[src/rtl/jogador_automatico.sv]
// Automatic player: listens to the game's LED sequence, stores it, and
// replays it on the buttons with fixed press and release durations.
module jogador_automatico #(
  parameter int PRESS_CYCLES = 4,
  parameter int GAP_CYCLES   = 4,
  parameter int IDLE_CYCLES  = 16,
  parameter int DEPTH        = 16
) (
  input  logic       clock,
  input  logic       reset,
  input  logic       iniciar,
  input  logic [3:0] leds,
  input  logic       ganhou,
  input  logic       perdeu,
  output logic       jogar,
  output logic [3:0] botoes,
  output logic       ocupado,
  output logic       fim,
  output logic       erro,
  output logic [3:0] db_estado,
  output logic [4:0] db_quantidade
);

  localparam int AW   = (DEPTH > 1) ? $clog2(DEPTH) : 1;
  localparam int IW   = $clog2(IDLE_CYCLES + 1);
  localparam int TMAX = (PRESS_CYCLES > GAP_CYCLES) ? PRESS_CYCLES : GAP_CYCLES;
  localparam int TW   = (TMAX > 1) ? $clog2(TMAX) : 1;

  localparam logic [4:0]    DEPTH_C    = 5'(DEPTH);
  localparam logic [IW-1:0] IDLE_C     = IW'(IDLE_CYCLES);
  localparam logic [TW-1:0] PRESS_LAST = TW'(PRESS_CYCLES - 1);
  localparam logic [TW-1:0] GAP_LAST   = TW'(GAP_CYCLES - 1);
  localparam logic [AW-1:0] FIRST_ADDR = '0;

  typedef enum logic [3:0] {
    OCIOSO    = 4'd0,
    INICIA    = 4'd1,
    ESCUTA    = 4'd2,
    PRESSIONA = 4'd3,
    SOLTA     = 4'd4,
    FIM       = 4'd5
  } estado_t;

  estado_t       state_reg;
  logic [4:0]    count_reg;
  logic [4:0]    idx_reg;
  logic [IW-1:0] idle_reg;
  logic [3:0]    prev_reg;
  logic [TW-1:0] timer_reg;
  logic [3:0]    botoes_reg;
  logic          erro_reg;

  logic [3:0]    buffer_mem [DEPTH];

  logic          abort;
  logic          leds_one_hot;
  logic          capture_event;
  logic          capture_we;
  logic [4:0]    idx_next;
  logic [4:0]    count_last;

  // Game end has priority over everything else while the player is active.
  assign abort         = ganhou | perdeu;
  assign leds_one_hot  = (leds != 4'b0000) && ((leds & (leds - 4'd1)) == 4'b0000);
  // A new LED lighting up after a dark cycle is one displayed element.
  assign capture_event = (state_reg == ESCUTA) && (leds != 4'b0000) && (prev_reg == 4'b0000);
  assign capture_we    = capture_event && !abort && leds_one_hot && (count_reg < DEPTH_C);
  assign idx_next      = idx_reg + 5'd1;
  assign count_last    = count_reg - 5'd1;

  // Capture buffer write port; contents are only meaningful below count_reg.
  always_ff @(posedge clock) begin
    if (capture_we) begin
      buffer_mem[count_reg[AW-1:0]] <= leds;
    end
  end

  // Main controller: capture, replay timing, abort and restart handling.
  always_ff @(posedge clock or posedge reset) begin
    if (reset) begin
      state_reg  <= OCIOSO;
      count_reg  <= '0;
      idx_reg    <= '0;
      idle_reg   <= '0;
      prev_reg   <= '0;
      timer_reg  <= '0;
      botoes_reg <= '0;
      erro_reg   <= 1'b0;
    end else begin
      case (state_reg)
        OCIOSO: begin
          botoes_reg <= '0;
          if (iniciar) begin
            state_reg <= INICIA;
            count_reg <= '0;
            idx_reg   <= '0;
            idle_reg  <= '0;
            erro_reg  <= 1'b0;
          end
        end

        INICIA: begin
          botoes_reg <= '0;
          if (abort) begin
            state_reg <= FIM;
          end else begin
            prev_reg  <= leds;
            count_reg <= '0;
            idx_reg   <= '0;
            idle_reg  <= '0;
            erro_reg  <= 1'b0;
            state_reg <= ESCUTA;
          end
        end

        ESCUTA: begin
          if (abort) begin
            state_reg  <= FIM;
            botoes_reg <= '0;
          end else begin
            prev_reg <= leds;
            if (leds == 4'b0000) begin
              if (idle_reg != IDLE_C) idle_reg <= idle_reg + 1'b1;
            end else begin
              idle_reg <= '0;
            end
            if (capture_we) begin
              count_reg <= count_reg + 5'd1;
            end else if (capture_event) begin
              erro_reg <= 1'b1;
            end
            // Long enough darkness means the game finished showing the sequence.
            if ((idle_reg == IDLE_C) && (count_reg != 5'd0)) begin
              state_reg  <= PRESSIONA;
              idx_reg    <= '0;
              timer_reg  <= '0;
              botoes_reg <= buffer_mem[FIRST_ADDR];
            end
          end
        end

        PRESSIONA: begin
          if (abort) begin
            state_reg  <= FIM;
            botoes_reg <= '0;
          end else if (timer_reg == PRESS_LAST) begin
            state_reg  <= SOLTA;
            timer_reg  <= '0;
            botoes_reg <= '0;
          end else begin
            timer_reg <= timer_reg + 1'b1;
          end
        end

        SOLTA: begin
          botoes_reg <= '0;
          if (abort) begin
            state_reg <= FIM;
          end else if (timer_reg == GAP_LAST) begin
            timer_reg <= '0;
            if (idx_reg == count_last) begin
              state_reg <= ESCUTA;
              count_reg <= '0;
              idx_reg   <= '0;
              idle_reg  <= '0;
              prev_reg  <= leds;
            end else begin
              state_reg  <= PRESSIONA;
              idx_reg    <= idx_next;
              botoes_reg <= buffer_mem[idx_next[AW-1:0]];
            end
          end else begin
            timer_reg <= timer_reg + 1'b1;
          end
        end

        FIM: begin
          botoes_reg <= '0;
          if (iniciar) begin
            state_reg <= INICIA;
            count_reg <= '0;
            idx_reg   <= '0;
            idle_reg  <= '0;
            erro_reg  <= 1'b0;
          end
        end

        default: begin
          state_reg  <= OCIOSO;
          botoes_reg <= '0;
        end
      endcase
    end
  end

  assign jogar         = (state_reg == INICIA);
  assign ocupado       = (state_reg == INICIA) || (state_reg == ESCUTA) ||
                         (state_reg == PRESSIONA) || (state_reg == SOLTA);
  assign fim           = (state_reg == FIM);
  assign db_estado     = state_reg;
  assign db_quantidade = count_reg;
  assign erro          = erro_reg;
  assign botoes        = botoes_reg;

endmodule

[config.mk]
export PLATFORM = sky130hd
export DESIGN_NAME = jogador_automatico
export DESIGN_NICKNAME = d
export VERILOG_FILES = /design/src/rtl/jogador_automatico.sv
export SDC_FILE = /design/constraint.sdc
export NUM_CORES = 1
export LEC_CHECK = 0
export CORE_ASPECT_RATIO = 0.7
export CORE_MARGIN = 2
export CORE_UTILIZATION = 45
export CTS_CLUSTER_SIZE = 10
export DETAILED_ROUTE_END_ITERATION = 10
export PLACE_DENSITY = 0.7
export SLEW_MARGIN = 0
export SYNTH_ARGS = -nofsm -noshare
export SYNTH_HDL_FRONTEND = slang
export SYNTH_SLANG_ARGS = --single-unit
[constraint.sdc]
create_clock -name clock -period 2.1 [get_ports clock]
set_input_delay 0.315 -clock clock [delete_from_list [all_inputs] [get_ports clock]]
set_output_delay 0.315 -clock clock [all_outputs]
set_load 0.01 [all_outputs]
## After elaboration in Yosys (flattened, before gate mapping)

Memory sizes are Yosys's and may differ from the RTL's.
Cells that the tools add are included.

| storage, ports and cells | value |
|---|---|
| RAM bits | 64 |
| flip-flop bits (word level) | 30 |
| bits in latches | 0 |
| memory bits (read-only) | 0 |
| word-level logic and storage cells | 129 |
| bits of input ports | 9 |
| memories kept | 1 |

| operators by class | value |
|---|---|
| reduce and logical (&&, ||, !) cells | 32 |
| divide/modulo/power cells | 0 |
| $mul | 0 |
| magnitude comparators | 1 |
| shifts and indexed selects | 0 |
| add/sub/neg operators | 6 |
| bitwise operators | 2 |
| muxes and demuxes | 54 |
| eq/ne operators | 25 |

Memories:

| name | words | width | read ports | clocked after memory_dff | wr ports | RTL line | RTL |
|---|---|---|---|---|---|---|---|
| buffer_mem | 16 | 4 | 2 | 0 | 1 | 53 | `logic [3:0] buffer_mem [DEPTH];` |

Operator list:

| kind | number |
|---|---|
| $mux 5 | 15 |
| $mux 4 | 18 |
| $pmux 5 s4 | 3 |
| $ne 2x2->1 const B | 11 |
| $pmux 4 s5 | 1 |
| $logic_not 4->1 | 4 |
| $reduce_and 8->1 | 2 |
| $add 5x1->5 const B | 3 |
| $ne 3x3->1 const B | 4 |
| $pmux 4 s3 | 1 |
| $eq 4x2->1 const B | 2 |
| $eq 4x3->1 const B | 2 |
| $mux 1 | 8 |
| $mux 2 | 4 |
| $pmux 4 s2 | 1 |
| $reduce_and 4->1 | 2 |
| $reduce_bool 4->1 | 2 |
| $logic_and 1x1->1 | 7 |
| $reduce_and 7->1 | 1 |
| $reduce_and 6->1 | 1 |
| $reduce_or 2->1 | 3 |
| $eq 5x5->1 | 1 |
| $eq 5x5->1 const B | 1 |
| $lt 5x5->1 const B | 1 |
| 19 further kinds | 22 |

## Longest topological paths before layout

Gate-level depths: netlist of run 1.

| depth | value |
|---|---|
| word-level depth | 9 |
| mapped depth | 8 |
| mapped depth without buffers | 7 |

## Least setup slack after synthesis of run 1

No wires, ideal clock.

| timing | value |
|---|---|
| path kind | register to register |
| start | register count_reg[0], in the netlist db_quantidade[0] |
| end | register idle_reg[3] |
| clock period less this slack | 2.339 ns |
| arrival time | 2.213 ns |
| setup time | 0.126 ns |
| path buffers | 0 |
| slack | -0.239 ns |
| required time | 1.974 ns |
| stages on the path, launching flop included | 8 |
| cells stage by stage | dfrtp_1 > inv_1 > ha_1 > nor2b_1 > or3_4 > a311oi_4 > o21ai_2 > a221o_1 |

| on the way | value |
|---|---|
| longest elaborated chain between the ends | 4 |

Ends and longest elaborated chain:

| what | RTL line | RTL |
|---|---|---|
| start: declaration | 45 | `logic [4:0] count_reg;` |
| start signal: assignment | 128 | `count_reg <= count_reg + 5'd1;` |
| $sub 5x1->5 | 69 | `assign count_last = count_reg - 5'd1;` |
| $eq 5x5->1 | 161 | `if (idx_reg == count_last) begin` |
| $ne 2x2->1 (no source line) | -- |  |
| $reduce_and 8->1 (no source line) | -- |  |
| end signal: assignment | 123 | `if (idle_reg != IDLE_C) idle_reg <= idle_reg + 1'b1;` |
| end: declaration | 47 | `logic [IW-1:0] idle_reg;` |

No other way between the ends.
A chain may end at the register's enable or synchronous reset.

## Final worst setup path of run 1

| timing | value |
|---|---|
| start | register count_reg[1], in the netlist db_quantidade[1] |
| end | register idx_reg[3] |

| on the way | value |
|---|---|
| longest elaborated chain between the ends | 6 |
| elaborated cells on any way between the ends | 10 |
| classes of those cells | add/sub: 1; eq/ne: 2; mux: 4; reduce/logical: 3 |

Ends and longest elaborated chain:

| what | RTL line | RTL |
|---|---|---|
| $sub 5x1->5 | 69 |  |
| $eq 5x5->1 | 161 |  |
| $mux 5 | 161 |  |
| $mux 5 | 159 | `end else if (timer_reg == GAP_LAST) begin` |
| $mux 5 | 157 | `if (abort) begin` |
| $pmux 5 s4 | 90 | `case (state_reg)` |
| end signal: assignment | 169 | `idx_reg <= idx_next;` |
| end: declaration | 46 | `logic [4:0] idx_reg;` |

Several ways; a longest one is shown, not always the timed one. The select of a mux whose other input is x is not followed.

==> results of run 1 <==
-- final timing paths --
check                                  from          endpoint  slack (ns)  cells after the start
min in group clock              prev_reg[0]       prev_reg[0]        0.52                      1
min                                   reset      timer_reg[1]        0.24                      2
max reg2reg                db_quantidade[1]        idx_reg[3]       -0.03                     10
min reg2reg                     prev_reg[0]       prev_reg[0]        0.52                      1
max                        db_quantidade[1]        idx_reg[3]       -0.03                     10
max in group asynchronous             reset  db_quantidade[1]        1.38                      3
-- layer usage --
| layer | vias to the layer above | track usage (%) |
|---|---|---|
| met5 | - | 0 |
| met4 | 0 | 6.270 |
| met3 | 8 | 5.105 |
| met2 | 70 | 32.95 |
| met1 | 1559 | 30.74 |
| li1 | 1431 | - |
-- Yosys cell counts, types with 3 or more instances --
cell	count	area, µm²
clkbuf_1	5	18.77
nand3_1	5	25.02
mux2i_1	4	40.04
mux2_2	7	78.83
o211a_1	3	30.03
a221o_1	3	30.03
edfxtp_1	64	1922
xnor2_1	6	52.55
nor2_1	20	75.07
mux2_1	4	45.04
inv_1	6	22.52
dfrtp_1	29	725.7
nor3_1	10	50.05
nand2_1	19	71.32
ha_1	8	100.1
a21o_1	3	22.52
nand2b_1	7	43.79
o22ai_1	4	25.02
buf_2	7	35.03
nor2b_1	8	50.05
a21oi_1	7	35.03
a22oi_1	4	30.03
o2bb2ai_1	5	43.79
xor2_1	3	26.28
a31oi_1	5	31.28
mux4_2	16	360.4
o21ai_0	11	55.05
-- power groups by stage --
| stage | Combinational, mW | Clock [mW] | Sequential (mW) |
|---|---|---|---|
| global route | 2.18 | 1.71 | 2.13 |
| floorplan | 1.16 | 0 | 2.17 |
| CTS | 1.95 | 1.63 | 2.12 |
| finish | 1.99 | 1.61 | 2.12 |
| global placement | 1.91 | 0 | 2.15 |
| detailed placement | 1.95 | 0 | 2.16 |
-- worst max-delay path: stages (launching register included) --
cell and delay [ns]:
dfrtp_2 0.41, inv_2 0.08, ha_4 0.17, nor2b_4 0.05, or3_4 0.38, a311oi_4 0.30, buf_6 0.18, buf_6 0.10
nand4b_1 0.11, buf_6 0.15, o2bb2ai_1 0.08
-- logic make-up after synthesis --
| logic type | count (synthesis) | share of synthesized area, % |
|---|---|---|
| compound gates | 65 | 10.98 |
| xor+xnor | 9 | 1.769 |
| fa+ha+maj | 9 | 2.471 |
| buf+inv | 21 | 2.218 |
| flops | 93 | 59.40 |
| mux | 31 | 11.76 |
| other cells | 1 | 0.08414 |
| simple gates | 92 | 11.31 |
-- final cells by class --
type	count	share of cell area [%]
clock buffers	9	3.917
clock inverters	7	1.328
inverters	6	0.3917
multi-input cells	207	31.43
flip-flops and latches	93	46.09
well taps	128	2.786
repair buffers	93	14.06
-- timing repair --
item                       4_1_cts  5_1_grt
resized for setup               11       18
buffers inserted                 0        1
gates cloned                     0        0
pin swaps                        3        2
setup endpoints to repair       19       26
==> flow_results.org, run 1 <==
** Timing
- Based on the critical path, the design can be clocked at up to 469.1 MHz.
- Fin Hold WS :: 0.2393 ns
- Setup violations remaining at the end of the flow were counted as 7.
- Max-slew headroom :: 54.84%
- Setup repair after global routing could not meet its margin everywhere.
- Min cycle time layout :: 2.132 ns
- TNS Setup :: -0.1369 ns
- Once routing completed, OpenROAD measured the worst setup slack at -0.03156 ns.
- Transition time at the pin with the least slew margin :: 0.6751 ns
- Max Slew Vio Count :: 0
- Fin Clk Skew :: 0.01236 ns
- Final period util :: 101.5%
- Count of final hold-check violations :: 0

** Global route
- First-pass GRT wire length :: 16.81 mm
- Total congestion overflow :: 0
- The number of antenna violations at the first check in global routing is 0.
- Via count of the first global-routing pass :: 3102
- Global routing used 21.51% of the available tracks across all layers.
- Maximum number of pins on one net before global-route repair :: 24

** Die
- Initial Utilization :: 46.20%
- The floorplan step defined a die boundary enclosing 10730 µm².
- In this run the horizontal extent of the chip is 122.9 µm.
- Ports placed on the boundary :: 26
- Core box area :: 9647 µm²
- Vertical die dimension :: 87.27 µm
- The floorplan has 30 rows.

** Logic synthesis
- In the synthesized netlist, the number of instances is 321.
- The Yosys step of the flow raised 0 warnings.
- After synthesis the cells add up to 4457 µm².
- Sequential share of the synthesized area :: 59.40%
- Total of flip-flops plus latches after synthesis :: 93
- Share of flip-flops with an asynchronous set or reset after synthesis :: 31.18%
- Post-synth EDFFs :: 64
- The most used flip-flop cell after synthesis is edfxtp_1.
- After synthesis, the netlist uses 66 different library cells.
- Post-Syn Area per Cell :: 13.88 µm²
- When the netlist entered floorplanning its net count stood at 338.

** Drt
- After detailed routing, the met2 layer carries 4.986 mm of wire.
- Via-per-instance ratio :: 5.650
- Average wire length per cell after detail routing :: 19.57 µm
- Post-route DRC :: 0
- Top layer reached by signal wires :: met4
- DR vias :: 3068
- DR iter-0 viols :: 211
- Wire length on met1 :: 4.999 mm
- Met3 wire length :: 539 µm
- Number of antenna-violating nets in the routed design :: 0
- For this run, the detailed router's first-pass iteration total came to 5.
- For this block, the routed nets add up to 10.62 mm of wire.

** Power and ir drop
- Switching power total :: 1.787 mW
- Logic pwr share :: 34.8%
- Part of the power in registers :: 37.1%
- Relative contribution of the clock network to total power :: 28.1%
- Dividing total power by cell area gives a power density of 995.8 nW/µm².
- Total power after layout :: 5.725 mW
- In this run switching power makes up 31.21% of total power.
- Cell internal power was estimated by the tool at 3.938 mW.
- Leakage power summed over all cells :: 2.171 nW
- Across the VDD grid, the largest voltage drop is 0.5639 mV.

** Clock tree
- CTS saw 93 sinks.
- TritonCTS buffer count :: 9
- In this run the deepest clock path goes through 2 buffers.
- Hold buffers post-CTS :: 0
- TritonCTS built the clock tree.
- Deepest level of the CTS H-tree :: 3
- In this run the clock root is driven by a clkbuf_16.
- Clock-pin slew on the worst setup and hold paths :: 0.08 ns
- For the worst-skew pair, the clock arrives at the later sink with an insertion delay of 0.35 ns.

** Final layout
- Summing all multi-input logic gate instances after layout gives 1807 µm².
- Cells fill 59.60% of the core in the end.
- After filler insertion, the fill cell instance count of the layout stands at 733.
- Share of cells above drive strength 1 :: 32.05%
- Flip-flop count of the largest register after layout :: 64
- The number of antenna diodes in the final layout is 0.
- Post-synthesis to final-layout area growth :: 29.00%
- Summing all non-filler instances in the final layout gives an area of 5749 µm².
- Most common cell after layout, fill and taps aside :: edfxtp_1
- Sequential standard cell area :: 2650 µm²
- The final layout contains 427 nets.
- Non-filler cells in the finished layout :: 543
- Most frequent cells in the layout :: edfxtp_1 (64), buf_4 (62), dfrtp_1 (27)

** Run status
- Status :: finished with violations
- The final reports fail on setup timing.

** Placement
- Once detailed placement completed, the half-perimeter wirelength came to 7.576 mm.
- Once placement finished, the instance area stood at 5356 µm².
- The number of placed instances, taps included, is 527.
- Count of input and output buffers :: 24
- Routability-driven placement finished with a final weighted congestion of 0.8511.
- OpenSTA, run right after detailed placement, puts the worst setup slack at -0.2001 ns.

** Worst setup path
- STA classifies the critical path endpoint as a flop.
- Required time reported for the critical path endpoint :: 2.31 ns
- Crit path kind :: flop to flop
- In this run the worst path has a maximum fanout of 9.
- At the worst endpoint, the arrival time is 2.34 ns.
- Startpoint class of the critical path :: flop

** Job
- Number of max-cap violations :: 0

** Hold path
- Class of the tightest hold or removal check :: input pin to async pin
No activity file was read; power rests on OpenSTA's default activity.
==> inputs of run 2 (changes only) <==
- CORE_ASPECT_RATIO: 0.7 -> 0.75
==> run 2 against run 1 <==
The flow still finishes with violations (setup timing). Setup slack lost 0.092 ns. Total power shrank 0.63%. Clock power is essentially flat. Final cell count grew 1.7%. Sequential power is essentially flat. Critical path depth shrank 1.
==> flow_results.org, run 2 (synthesis results as in run 1) <==
** Run status
- The flow ran to the end, but the final reports show violations.
- Violated checks :: setup timing

** Timing
- After routing, the total negative slack on setup checks comes to -1.562 ns.
- At the pin with the least slew margin, the transition time is 0.7562 ns.
- Count of final hold-check violations :: 0
- The final number of max-transition violations is 0.
- Fin worst setup slack :: -0.1239 ns
- In this run the tightest slew margin relative to its limit is 49.42%.
- Peak Freq :: 449.7 MHz
- On the final layout, the worst clock skew is 0.009621 ns.
- Final period util :: 105.9%
- Setup violations remaining at the end of the flow were counted as 17.
- The worst path in the final design needs a cycle of 2.224 ns, including I/O delays and setup.
- Setup repair after global routing could not meet its margin everywhere.

** Global route
- Via count of the first global-routing pass :: 3024
- Maximum number of pins on one net before global-route repair :: 30
- The first global-routing pass estimated 16.86 mm of wire.
- Antenna violations before repair :: 0
- Total congestion overflow :: 0
- All-layer global routing usage :: 20.80%

** Final layout
- Relative to the synthesized area, the layout overhead comes to 30.18%.
- In the layout the commonest cells are buf_4 (70), edfxtp_1 (64), dfrtp_1 (26).
- Antenna Cells :: 0
- Count of filler cells inserted in the layout :: 726
- Share of cells above drive strength 1 :: 35.71%
- Non-filler cells in the finished layout :: 552
- Sequential standard cell area :: 2651 µm²
- For this run, the post-layout net count is 432.
- Area of all placed cells without fillers :: 5802 µm²
- Most common cell after layout, fill and taps aside :: buf_4
- Flip-flop count of the largest register after layout :: 64
- Summing all multi-input logic gate instances after layout gives 1846 µm².

** Worst setup path
- Worst path slowest cell :: dfrtp_2
- Data on the critical path arrives at its endpoint at 2.44 ns.
- In this run the worst path has a maximum fanout of 7.
- WP buf/inv :: 3
- The worst register-to-register path begins at db_quantidade[0].
- The setup path with the least slack is of type flop to flop.
- In this run the critical register-to-register path is captured at idx_reg[3].
- For this run, the slowest stage of the critical path takes 0.41 ns.
- STA classifies the critical path endpoint as a flop.
- Depth of the worst register-to-register path :: 9
- Required time reported for the critical path endpoint :: 2.32 ns
- The signal on the critical path passes through inv_2 > ha_4 > nor2b_2 > or3_4 > a311oi_4 > buf_4 > nand4b_1 > buf_6 > o2bb2ai_2.
- Reg-to-reg setup timing slack :: -0.12 ns
- STA classifies the critical path startpoint as a flop.
- Cell type group with the largest total delay on the critical path :: simple AND/OR/NAND/NOR gates

** Clock tree
- Deepest level of the CTS H-tree :: 3
- TritonCTS buffer count :: 9
- Sink count of the clock tree :: 93
- Clock-pin slew was measured on the worst setup and hold paths at 0.07 ns.
- CTS placed an instance of clkbuf_16 at the clock tree root.
- TritonCTS clock tree :: yes
- Hold repair after CTS inserted 0 buffers.
- Counting along the longest clock path gives a buffer depth of 2.
- For the worst-skew pair, the clock arrives at the later sink with an insertion delay of 0.35 ns.

** Drt
- DR iter-0 viols :: 282
- After detailed routing, no signal wire sits above met4.
- Via-per-instance ratio :: 5.601
- The routed design uses 4.591 mm of met2 wire.
- Met3 wire length :: 655 µm
- Average wire length per cell after detail routing :: 19.12 µm
- After detailed routing, the number of remaining DRC violations is 0.
- First drt pass iteration count :: 4
- DR vias :: 3092
- Number of antenna-violating nets in the routed design :: 0
- Total Routed Length :: 10.55 mm
- After detailed routing, the wire length on met1 is 5.151 mm.

** Placement
- Count of input and output buffers :: 24
- Placer congestion estimate :: 0.8539
- After detailed placement, the total cell area comes to 5299 µm².
- After detailed placement, the design holds a cell count of 526.
- Final HPWL DP :: 7.306 mm

** Die
- Vertical die dimension :: 90.19 µm
- Core box area :: 9658 µm²
- The initialized floorplan defines 31 standard-cell rows.
- For this configuration, the core starts out at a cell density of 46.15%.
- Ports placed on the boundary :: 26
- Die outline width :: 118.9 µm
- The floorplan step defined a die boundary enclosing 10720 µm².

** Power and ir drop
- For this design the ratio of total power to cell area is 980.5 nW/µm².
- VDD sags by at most 0.6194 mV.
- For this design the static power due to leakage is 2.233 nW.

** Job
- Number of max-cap violations :: 0

** Hold path
- Class of the tightest hold or removal check :: input pin to async pin
run 2: routing by layer:
layer  global-route usage, %  vias to the layer above
li1                        -                     1442
met1                   32.06                     1535
met2                   29.65                       98
met3                   4.378                       17
met4                   6.052                        0
met5                       0                        -
run 2: worst max path at each step:
stage                     start                to  slack (ns)  cells after the start
3_5_place_dp            leds[0]  buffer_mem[2][1]       -0.32                      7
4_1_cts        db_quantidade[1]  db_quantidade[1]       -0.09                      8
3_3_place_gp            leds[0]  buffer_mem[2][1]       -0.31                      7
6_report       db_quantidade[0]        idx_reg[3]       -0.12                      9
2_1_floorplan      db_estado[2]  buffer_mem[0][0]       -0.08                      6
5_1_grt        db_quantidade[0]        idx_reg[0]       -0.18                      9
run 2: power by group:
group	leakage (nW)	internal, mW	total, mW	switching (mW)
registers	0.959	2.06	2.13	0.0692
clock network	0.138	0.834	1.58	0.749
logic	1.14	1.00	1.98	0.977
total	2.23	3.89	5.69	1.79
run 2: per-stage QoR:
step / worst slack [ns] / hold WS (ns) / util [%] / power (mW)
final: -0.1239 / 0.3524 / 60.07 / 5.689
after global routing: -0.1756 / 0.3846 / 60.07 / 5.942
after CTS: -0.09495 / 0.3565 / 58.56 / 5.643
after detailed placement: -0.3207 / 0.4880 / 54.86 / 4.033
after global placement: -0.3056 / 0.4773 / 54.86 / 4.005
after floorplan: -0.08347 / 0.3930 / - / 3.332
run 2: layout make-up:
class                           count  share of cell area (%)
Sequential cell                    93                   45.70
Clock inverter                      7                   1.143
Clock buffer                        9                   3.882
Timing Repair Buffer               98                   14.23
Inverter                            6                  0.3882
Tap cell                          132                   2.847
Multi-Input combinational cell    207                   31.81
run 2: what timing repair did:
action	in CTS	in global routing
endpoints found under the hold margin	0	0
endpoints found under the setup margin	25	87
buffers inserted	4	7
resized for setup	18	23
pin swaps	6	6
run 2: worst reg2reg max path, cell delays in order, from the launching register on:
cell and delay [ns]:
dfrtp_2 0.41, inv_2 0.08, ha_4 0.16, nor2b_2 0.05, or3_4 0.37, a311oi_4 0.41
buf_4 0.19, nand4b_1 0.18, buf_6 0.17, o2bb2ai_2 0.07
